$ cat src/rtl/dsp_moving_average.sv
// dsp_moving_average: Wishbone classic master computing a 2^LOG2_TAPS-point moving average over SRAM sample blocks.
module dsp_moving_average #(
  parameter int dw        = 32,
  parameter int aw        = 32,
  parameter int LOG2_TAPS = 2,
  parameter int LW        = 16
) (
  input  logic          wb_clk,
  input  logic          wb_rst_n,
  input  logic          start,
  input  logic [aw-1:0] src_addr,
  input  logic [aw-1:0] dst_addr,
  input  logic [LW-1:0] length,
  output logic          busy,
  output logic          done,
  output logic          err,
  output logic [aw-1:0] wb_m_adr_o,
  output logic [dw-1:0] wb_m_dat_o,
  output logic [3:0]    wb_m_sel_o,
  output logic          wb_m_we_o,
  output logic          wb_m_cyc_o,
  output logic          wb_m_stb_o,
  output logic [2:0]    wb_m_cti_o,
  output logic [1:0]    wb_m_bte_o,
  input  logic [dw-1:0] wb_m_dat_i,
  input  logic          wb_m_ack_i,
  input  logic          wb_m_err_i,
  input  logic          wb_m_rty_i
);
  localparam int TAPS = 1 << LOG2_TAPS;
  localparam int AW   = dw + LOG2_TAPS;
  typedef enum logic [2:0] {IDLE, RD, CALC, WR, DONE} state_t;
  state_t state, nxt;
  logic [aw-1:0] src, dst;
  logic [LW-1:0] rem;
  logic [dw-1:0] s, res;
  logic [TAPS*dw-1:0] win;
  logic signed [AW-1:0] sum, sum_nxt;
  logic hold, err_q, act, ok;
  // hold masks the strobe for the single idle cycle that follows a retry
  assign act = (state == RD || state == WR) && !hold;
  assign ok  = act && wb_m_ack_i && !wb_m_err_i && !wb_m_rty_i;
  assign sum_nxt = sum + $signed({{LOG2_TAPS{s[dw-1]}}, s})
                       - $signed({{LOG2_TAPS{win[TAPS*dw-1]}}, win[TAPS*dw-1 -: dw]});
  assign wb_m_cyc_o = act;
  assign wb_m_stb_o = act;
  assign wb_m_we_o  = state == WR;
  assign wb_m_adr_o = state == WR ? dst : src;
  assign wb_m_dat_o = res;
  assign wb_m_sel_o = 4'hF;
  assign wb_m_cti_o = 3'b000;
  assign wb_m_bte_o = 2'b00;
  assign busy = state == RD || state == CALC || state == WR;
  assign done = state == DONE;
  assign err  = err_q;
  always_comb begin
    nxt = state;
    case (state)
      IDLE:    nxt = start ? (length == '0 ? DONE : RD) : IDLE;
      RD:      nxt = act && wb_m_err_i ? DONE : ok ? CALC : RD;
      CALC:    nxt = WR;
      WR:      nxt = act && wb_m_err_i ? DONE : ok ? (rem == LW'(1) ? DONE : RD) : WR;
      default: nxt = IDLE;
    endcase
  end
  always_ff @(posedge wb_clk) begin
    if (!wb_rst_n) begin
      state <= IDLE;
      src   <= '0;
      dst   <= '0;
      rem   <= '0;
      s     <= '0;
      res   <= '0;
      win   <= '0;
      sum   <= '0;
      hold  <= 1'b0;
      err_q <= 1'b0;
    end else begin
      state <= nxt;
      hold  <= act && wb_m_rty_i && !wb_m_err_i;
      if (state == IDLE && start) begin
        err_q <= 1'b0;
        src   <= src_addr;
        dst   <= dst_addr;
        rem   <= length;
        win   <= '0;
        sum   <= '0;
      end
      if (act && wb_m_err_i) err_q <= 1'b1;
      if (state == RD && ok) s <= wb_m_dat_i;
      if (state == CALC) begin
        sum <= sum_nxt;
        win <= {win[(TAPS-1)*dw-1:0], s};
        res <= dw'(sum_nxt >>> LOG2_TAPS);
      end
      if (state == WR && ok) begin
        src <= src + aw'(4);
        dst <= dst + aw'(4);
        rem <= rem - LW'(1);
      end
    end
  end
endmodule

$ cat config.mk
export PLATFORM = sky130hd
export DESIGN_NAME = dsp_moving_average
export DESIGN_NICKNAME = d
export VERILOG_FILES = /design/src/rtl/dsp_moving_average.sv
export SDC_FILE = /design/constraint.sdc
export NUM_CORES = 1
export LEC_CHECK = 0
export BUFFER_PORTS_ARGS = -buffer_cell sky130_fd_sc_hd__buf_2
export CAP_MARGIN = 20
export CORE_ASPECT_RATIO = 1.5
export CORE_UTILIZATION = 55
export DETAILED_ROUTE_END_ITERATION = 8
export GPL_TIMING_DRIVEN = 0
export MAX_ROUTING_LAYER = met4
export PLACE_DENSITY = 0.76
export SETUP_SLACK_MARGIN = 0.2
export SLEW_MARGIN = 20
export SYNTH_ARGS = -nofsm -noshare
export SYNTH_HDL_FRONTEND = slang
export SYNTH_SLANG_ARGS = --single-unit
$ cat constraint.sdc
create_clock -name wb_clk -period 8.9 [get_ports wb_clk]
set_clock_uncertainty 0.1 [all_clocks]
set_input_delay 1.78 -clock wb_clk [delete_from_list [all_inputs] [get_ports wb_clk]]
set_output_delay 1.78 -clock wb_clk [all_outputs]
set_load 0.02 [all_outputs]
Yosys cells after proc, flatten, opt, wreduce, memory -nomap -nowiden
Cells that the tools add are included.
{"block": "word_totals", "word_cells": 62, "regBits": 311, "out_inout_bits": 79}
{"block": "classes", "n_mux": 21, "n_addsub": 5, "reduce_logical": 21, "eq_ne": 5}
{"cell": "$mux W128", "count": 2}
{"cell": "$mux W32", "count": 5}
{"cell": "$mux W34", "count": 2}
{"cell": "$add A32 B3 Y32 const B", "count": 2}
{"cell": "$add A34 B32 Y34", "count": 1}
{"cell": "$sub A34 B32 Y34", "count": 1}
{"cell": "$mux W16", "count": 2}
{"cell": "$mux W3", "count": 6}
{"cell": "$eq A16 B1 Y1 const B", "count": 1}
{"cell": "$logic_not A16 Y1", "count": 1}
{"cell": "$sub A16 B1 Y16 const B", "count": 1}
{"cell": "$pmux W3 S4", "count": 1}
{"cell": "$logic_and A1 B1 Y1", "count": 10}
{"cell": "$eq A3 B2 Y1 const B", "count": 2}
{"cell": "$reduce_bool A2 Y1", "count": 3}
{"cell": "$eq A3 B1 Y1 const B", "count": 1}
{"cell": "$eq A3 B3 Y1 const B", "count": 1}
{"cell": "$logic_not A1 Y1", "count": 3}
{"cell": "$logic_not A3 Y1", "count": 1}
{"cell": "$logic_or A1 B1 Y1", "count": 3}
{"cell": "$mux W1", "count": 2}
{"cell": "$mux W2", "count": 1}

Depth between registers and ports, before layout
Gate-level depths: netlist (run 1).
{"block": "depth", "depth_word": 9, "depth_mapped": 13, "depth_no_buf": 13}

Least setup slack after synthesis (run 1)
Ideal clock, no wire load.
{"block": "synth_timing", "kind": "reg2out", "from": "register state[2]", "to": "output wb_m_adr_o[22]", "setup_slack_ns": 5.447, "required_ns": 7.020, "path_stages_with_launch": 6, "n_path_buf": 2, "t_arrival_ns": 1.573, "path_cell_list": "dfxtp_1 > buf_6 > nand3b_1 > clkinv_1 > clkbuf_1 > o21ai_0"}
{"block": "synth_via", "elab_chain_len": 2}
{"item": "start, declared", "line_no": "33", "source": "state_t state, nxt;"}
{"item": "start signal, assigned", "line_no": "79", "source": "state <= nxt;"}
{"item": "$eq A3 B2 Y1", "line_no": "48", "source": "assign wb_m_adr_o = state == WR ? dst : src;"}
{"item": "$mux W32", "line_no": "48"}
{"item": "end, declared", "line_no": "17", "source": "output logic [aw-1:0] wb_m_adr_o,"}
Every way passes these cells.

Worst setup path in the final report (run 1)
{"block": "layout_timing", "from": "register state[2]", "to": "output wb_m_adr_o[5]"}
Same word-level chain as after synthesis.

==> results of run 1 <==
## where the power goes
group | switching [uW] | total [uW] | leakage (uW) | internal [uW]
clock network | 584 | 1350 | 0.000510 | 770
registers | 35.3 | 1460 | 0.00252 | 1420
logic | 362 | 547 | 0.00442 | 185
total | 982 | 3360 | 0.00745 | 2380
## final cells by class
| class | instances | area [um^2] | area share (%) |
|---|---|---|---|
| Multi-Input combinational cell | 1354 | 8120 | 45.4 |
| Sequential cell | 311 | 6230 | 34.8 |
| Timing Repair Buffer | 187 | 936 | 5.23 |
| Clock buffer | 40 | 860 | 4.80 |
| Buffer | 139 | 599 | 3.35 |
| Inverter | 145 | 544 | 3.04 |
| Tap cell | 342 | 428 | 2.39 |
| Clock inverter | 17 | 183 | 1.02 |
| Antenna cell | 3 | 7.51 | 0.0419 |
## layout by cell type (no fill, tap or decap), types with 6 or more instances in the layout
cell / n
o21a_1: 6
a21o_1: 20
o211ai_1: 22
conb_1: 9
clkbuf_16: 31
buf_4: 11
and3_1: 10
o21ai_0: 56
a221oi_1: 13
a22o_1: 18
dfxtp_1: 311
a31oi_1: 17
nor4_1: 13
nor3_1: 34
ha_1: 39
xnor2_1: 12
clkinv_2: 7
fa_1: 33
nand2_1: 294
a21oi_1: 198
nand4_1: 25
buf_2: 198
mux2i_1: 7
or3_1: 6
xor2_1: 19
and2_1: 6
clkbuf_1: 114
nand3_1: 52
inv_1: 144
a22oi_1: 137
nor2_1: 213
## through the flow
step	utilization, %	std cells	cell area, um^2	hold slack, ns
after floorplan	-	1949	15500	0.316
after global placement	61.5	2478	16900	0.328
after detailed placement	61.5	2478	16900	0.330
after CTS	65.3	2535	17900	0.340
after global routing	65.3	2538	17900	0.370
final	65.3	2538	17900	0.337
## logic make-up (layout without fill, tap and decap cells)
group,after synthesis,in the layout,synth area share [%]
buf+inv,284,528,7.39
simple gates,706,706,20.8
xor+xnor,31,31,1.76
flops,311,311,40.3
mux,8,8,0.526
compound gates,528,528,21.8
fa+ha+maj,72,72,7.43
other cells,2,12,0.0486
## routing by layer
layer,routed length (um),up-vias,share of wire (%),global-route usage [%]
met5,0,-,0,-
met4,3410,0,6.6,23.4
met3,3120,159,6.1,5.12
met1,18700,7088,36,37.0
li1,-,7159,-,-
met2,26200,633,51,64.6
## worst max path at each step
| stage | from | end | slack (ns) | cells past startpoint |
|---|---|---|---|---|
| after floorplan | state[2]$_SDFF_PN0_ | wb_m_adr_o[22] | 5.45 | 5 |
| after global placement | start | src[26]$_SDFFE_PN0P_ | 4.43 | 7 |
| after detailed placement | start | src[26]$_SDFFE_PN0P_ | 4.36 | 7 |
| after CTS | state[2]$_SDFF_PN0_ | wb_m_adr_o[5] | 4.30 | 7 |
| after global routing | state[1]$_SDFF_PN0_ | wb_m_adr_o[5] | 4.18 | 7 |
| final | state[2]$_SDFF_PN0_ | wb_m_adr_o[5] | 4.28 | 7 |
## worst max-delay path, delay by kind of cell, from the launching register on
kind	cells	cell delay, ns
flip-flops	1	0.31
buffers and inverters	4	1.17
AND/OR/NAND/NOR	3	0.67
## flip-flops by register name, summed over array words and instances (netlist names)
signal / cells
win: 128
sum: 34
dst: 32
s: 32
src: 32
wb_m_dat_o: 32
rem: 16
state: 3
err: 1
hold: 1
==> impl_metrics.ini, run 1 <==
[logic_synthesis]
synth_area_leader_cell = dfxtp_1
syn-mean-instance-area_um2 = 7.96
yosys_warnings = 0
synth_top_area_share_pct = 40.3
synth_cell_types = 79
ys.flop_type = dfxtp_1
synth-async-reset-ratio_pct = 0
synthMostInstantiatedCell = dfxtp_1
synth_seq_cells = 311
synth_common_cells = dfxtp_1 (311), nand2_1 (294), nor2_1 (213), a21oi_1 (198), inv_1 (144)
synth_edf_count = 0
synthCells = 1942
ys_seq_area_share_pct = 40.3
ys_top_cells_by_area = dfxtp_1 (40%), nand2_1 (7.1%), a22oi_1 (6.6%), a21oi_1 (6.4%), nor2_1 (5.2%)
netlist_area_um2 = 15500

[floorplanning]
die_w_um = 139
core_um2 = 27400
std_cell_rows = 74
initial_utilization_pct = 56.4
pin_count = 197
die_area_um2 = 28800
fp.dieH_um = 207

[cts]
htree_levels = 1
postCtsSetupBuffers = 0
cts-hold-fix-buffers = 0
cts_buffers = 31
clock_tree.root_cell = clkbuf_16
cts.repair.resized = 0
clock_latency_ns = 0.59
cts_sinks = 311
cts_tree = yes
clk_pin_slew_ns = 0.07
clockBufferDepth = 3

[timing]
hold_violations = 0
tightest_slew_ns = 1.09
min_period_over_period_pct = 51.9
finalSetupViolations = 0
fmax_ghz = 0.216
final_max_slew_viol_count = 0
setup_tns_ns = 0
rsz0062_at_grt = no
setup_slack_ns = 4.28
max-slew-margin-rel_pct = 27.1
fin_crit_ns = 4.62

[placed_design]
portBuffers = 187
dp_hpwl_um = 39600
place_congestion = 1.05
dpl_worst_slack_ns = 4.36

[worst_setup_path]
reg2reg_to = sum[30]$_SDFFE_PN0P_
required_ns = 7.02
worstPathMaxFanout = 10
cpMaxStageDelayCell = clkbuf_1
r2r_slack_ns = 5.11
end_kind = primary output
slowest_delay_ns = 0.58
critical_path.most_common_cell = nand2_1
reg2reg_from = s[16]$_SDFFE_PN0P_
critPathArrivalTime_ns = 2.74
worst_r2r_path_depth = 12
path_class = flip-flop to primary output
cp-start-kind = flip-flop
worstPathCellList = buf_6 > nand3b_1 > clkinv_1 > clkbuf_1 > nand2_1 > nand2_1 > buf_2

[min_path]
hp-class = flip-flop to flip-flop
min_from = wb_m_dat_o[22]$_SDFFE_PN0P_
worstHoldPathCells = 2
holdPathEnd = wb_m_dat_o[22]$_SDFFE_PN0P_

[route]
drc = 5
drtAntennaViolNets = 0
vias = 15000
viasPerCell = 5.93
drt-pass1-iter-count = 9
wl_per_cell_um = 20.2
wl_um = 51300
drt_iter0_drc = 993

[outcome]
status = finished with violations
violations = DRC

[power]
leakage_uw = 0.00745
power_uw = 3360
p_per_area_nw_per_um2 = 188
vdd_ir_drop_max_v = 0.000160

[cells_and_area]
area_growth_pct = 15.8
fillCellCount = 2496
fin_nets = 2359
drive_above_1_share_pct = 13.3

[run]
cap_violations = 0

[global_route]
grt_pass1_vias = 14900
overflow = 0
antenna_found_initial = 3
grt_max_degree = 16
grt_pass1_wl_um = 79300
grt_usage_pct = 36.2
Note: power is estimated with default switching activity, not from simulation.
==> run 2: changes to the inputs <==
- ABC_AREA: not set -> 1
- clock period: 8.9 -> 4.46 ns (I/O delays scaled with it)
==> run 2 against run 1 <==
The flow now finishes without violations. Sequential share of layout area shrank 2.2 points. Via count increased by 15%. Core utilization is 0.80 points lower. Non-clock buffer count decreased by 22. Register-to-register slack lost 3.8 ns. Die area grew 7.5%. Critical endpoint is now wb_m_adr_o[7]. Largest cell class unchanged. Highest routed layer unchanged.
==> impl_metrics.ini, run 2 <==
[placed_design]
portBuffers = 187
dpl_worst_slack_ns = 1.42
place_congestion = 1.05
dp_hpwl_um = 48500

[logic_synthesis]
synth_cell_types = 46
ys_top_cells_by_area = dfxtp_1 (37%), nand2_1 (17%), a21oi_1 (9.1%), inv_1 (7.3%), o21ai_0 (4.0%)
synth_edf_count = 0
yosys_warnings = 0
ys.flop_type = dfxtp_1
synth_area_leader_cell = dfxtp_1
synth_common_cells = nand2_1 (766), inv_1 (325), dfxtp_1 (311), a21oi_1 (304), nor2_1 (146)
netlist_area_um2 = 16600
syn-mean-instance-area_um2 = 6.71
synth-async-reset-ratio_pct = 0
synth_top_area_share_pct = 37.4
ys_seq_area_share_pct = 37.4
synthMostInstantiatedCell = nand2_1
synth_seq_cells = 311
synthCells = 2479

[cells_and_area]
final_core_util_pct = 64.5
multi_input_area_um2 = 8660
fillCellCount = 2797
drive_above_1_share_pct = 11.6
area_growth_pct = 14.7
regArea_um2 = 6230
fin_nets = 2895
largest_reg_flops = 128
top_regs = win: 128 flops, sum: 34 flops
largest-register = win
final_cell_mix = nand2_1 (766), inv_1 (325), dfxtp_1 (311), a21oi_1 (304), buf_2 (221)
final_common_cell = nand2_1

[route]
vias = 17300
viasPerCell = 5.53
drc = 0
drt-pass1-iter-count = 8
drtAntennaViolNets = 0
wl_um = 61300
wl_per_cell_um = 19.6
drt_iter0_drc = 1154

[timing]
final_max_slew_viol_count = 0
fin_crit_ns = 3.34
min_period_over_period_pct = 74.9
max-slew-margin-rel_pct = 41.1
rsz0062_at_grt = no
fmax_ghz = 0.299
finalSetupViolations = 0
hold_violations = 0
setup_tns_ns = 0
setup_slack_ns = 1.12
tightest_slew_ns = 0.884
timing.hold.ws_ns = 0.360

[cts]
cts-hold-fix-buffers = 0
cts_tree = yes
postCtsSetupBuffers = 0
cts_sinks = 311
clock_tree.root_cell = clkbuf_16
clockBufferDepth = 3
clock_latency_ns = 0.60
clk_pin_slew_ns = 0.07
htree_levels = 1
cts.repair.resized = 0
cts_buffers = 30

[power]
vdd_ir_drop_max_v = 0.000309
power_frac_seq_pct = 35.4
p_sw_uw = 3430
leakage_uw = 0.00827
power_uw = 8730
p_per_area_nw_per_um2 = 457
pwr-share-comb_pct = 35.1
clkPwrFrac_pct = 29.5
power.internal_uw = 5290
swShare_pct = 39.3

[global_route]
grt_pass1_wl_um = 91600
grt_use_met1_pct = 38.1
antenna_found_initial = 3
grt.busiest_layer = met2
grt_pass1_vias = 17100
overflow = 0
grt_max_degree = 17
grt_usage_pct = 41.0
grt_use_met2_pct = 69.4
use_met3_pct = 7.22

[floorplanning]
die_area_um2 = 31000
initial_utilization_pct = 56.3
pin_count = 197
fp.dieH_um = 215
core_um2 = 29600
die_w_um = 144
std_cell_rows = 77

[worst_setup_path]
cp-start-kind = flip-flop
path_class = flip-flop to primary output
required_ns = 3.47
worstPathMaxFanout = 10
critPathArrivalTime_ns = 2.35
end_kind = primary output

[min_path]
hp-class = flip-flop to flip-flop

[run]
cap_violations = 0

[outcome]
status = finished, final reports clean
==> run 2: cell types whose count changed in the layout (fill, tap and decap cells not counted), sizes merged, moves of 23 or more <==
cell    delta
a21oi    +106
inv      +187
nand3     +39
nor2      -60
a22oi    -135
o21ai     +83
clkbuf    -44
buf       +23
nand2    +473
==> run 2: final timing paths <==
kind | from | to | slack (ns) | depth (start not counted)
setup / recovery | state[1]$_SDFF_PN0_ | wb_m_adr_o[7] | 1.12 | 6
hold / removal | win[41]$_SDFFE_PN0P_ | win[73]$_SDFFE_PN0P_ | 0.36 | 2
setup reg to reg | s[8]$_SDFFE_PN0P_ | wb_m_dat_o[15]$_SDFFE_PN0P_ | 1.27 | 12
hold reg to reg | win[41]$_SDFFE_PN0P_ | win[73]$_SDFFE_PN0P_ | 0.36 | 2
==> run 2: through the flow <==
step	instance area, um^2	instances
CTS	19100	3123
global placement	18100	3068
global route	19100	3126
detailed placement	18100	3068
finish	19100	3128
floorplan	16700	2486
==> run 2: kinds of logic (layout without fill, tap and decap cells) <==
group / Yosys count / count (layout) / share of synthesized area, %
AND/OR/NAND/NOR: 1100 / 1100 / 27.0
XOR/XNOR: 36 / 36 / 1.89
AO/OA/AOI/OAI: 509 / 509 / 16.1
buffers and inverters: 449 / 691 / 10.7
flip-flops: 311 / 311 / 37.4
other: 2 / 14 / 0.0451
adder cells (fa/ha/maj): 72 / 72 / 6.90
==> run 2: power groups by stage <==
stage / Sequential, uW / Combinational [uW] / Clock [uW]
finish: 3090 / 3060 / 2570
floorplan: 3140 / 2130 / 0
detailed placement: 3150 / 2990 / 0
global route: 3100 / 3440 / 2710
global placement: 3140 / 2950 / 0
CTS: 3090 / 3010 / 2590
==> run 2: routing by layer <==
layer | vias up | wire length, um
met4 | 0 | 6960
met5 | - | 0
met2 | 734 | 29700
met3 | 338 | 4130
li1 | 8342 | -
met1 | 7872 | 20500
==> run 2: layout make-up <==
class / instances / area share (%)
antenna: 5 / 0.0655
clock buffer: 41 / 4.31
buffer: 117 / 2.80
multi-input combinational: 1726 / 45.4
clock inverter: 14 / 0.826
sequential: 311 / 32.6
tap: 395 / 2.59
timing repair buffer: 187 / 4.90
inverter: 332 / 6.53
==> run 2: worst max-delay path, cell delays in order (launching register included) <==
cell	delay [ns]
dfxtp_1	0.44
inv_2	0.09
nor2_4	0.26
clkbuf_1	0.33
nand2_1	0.18
o21ai_0	0.21
buf_2	0.25
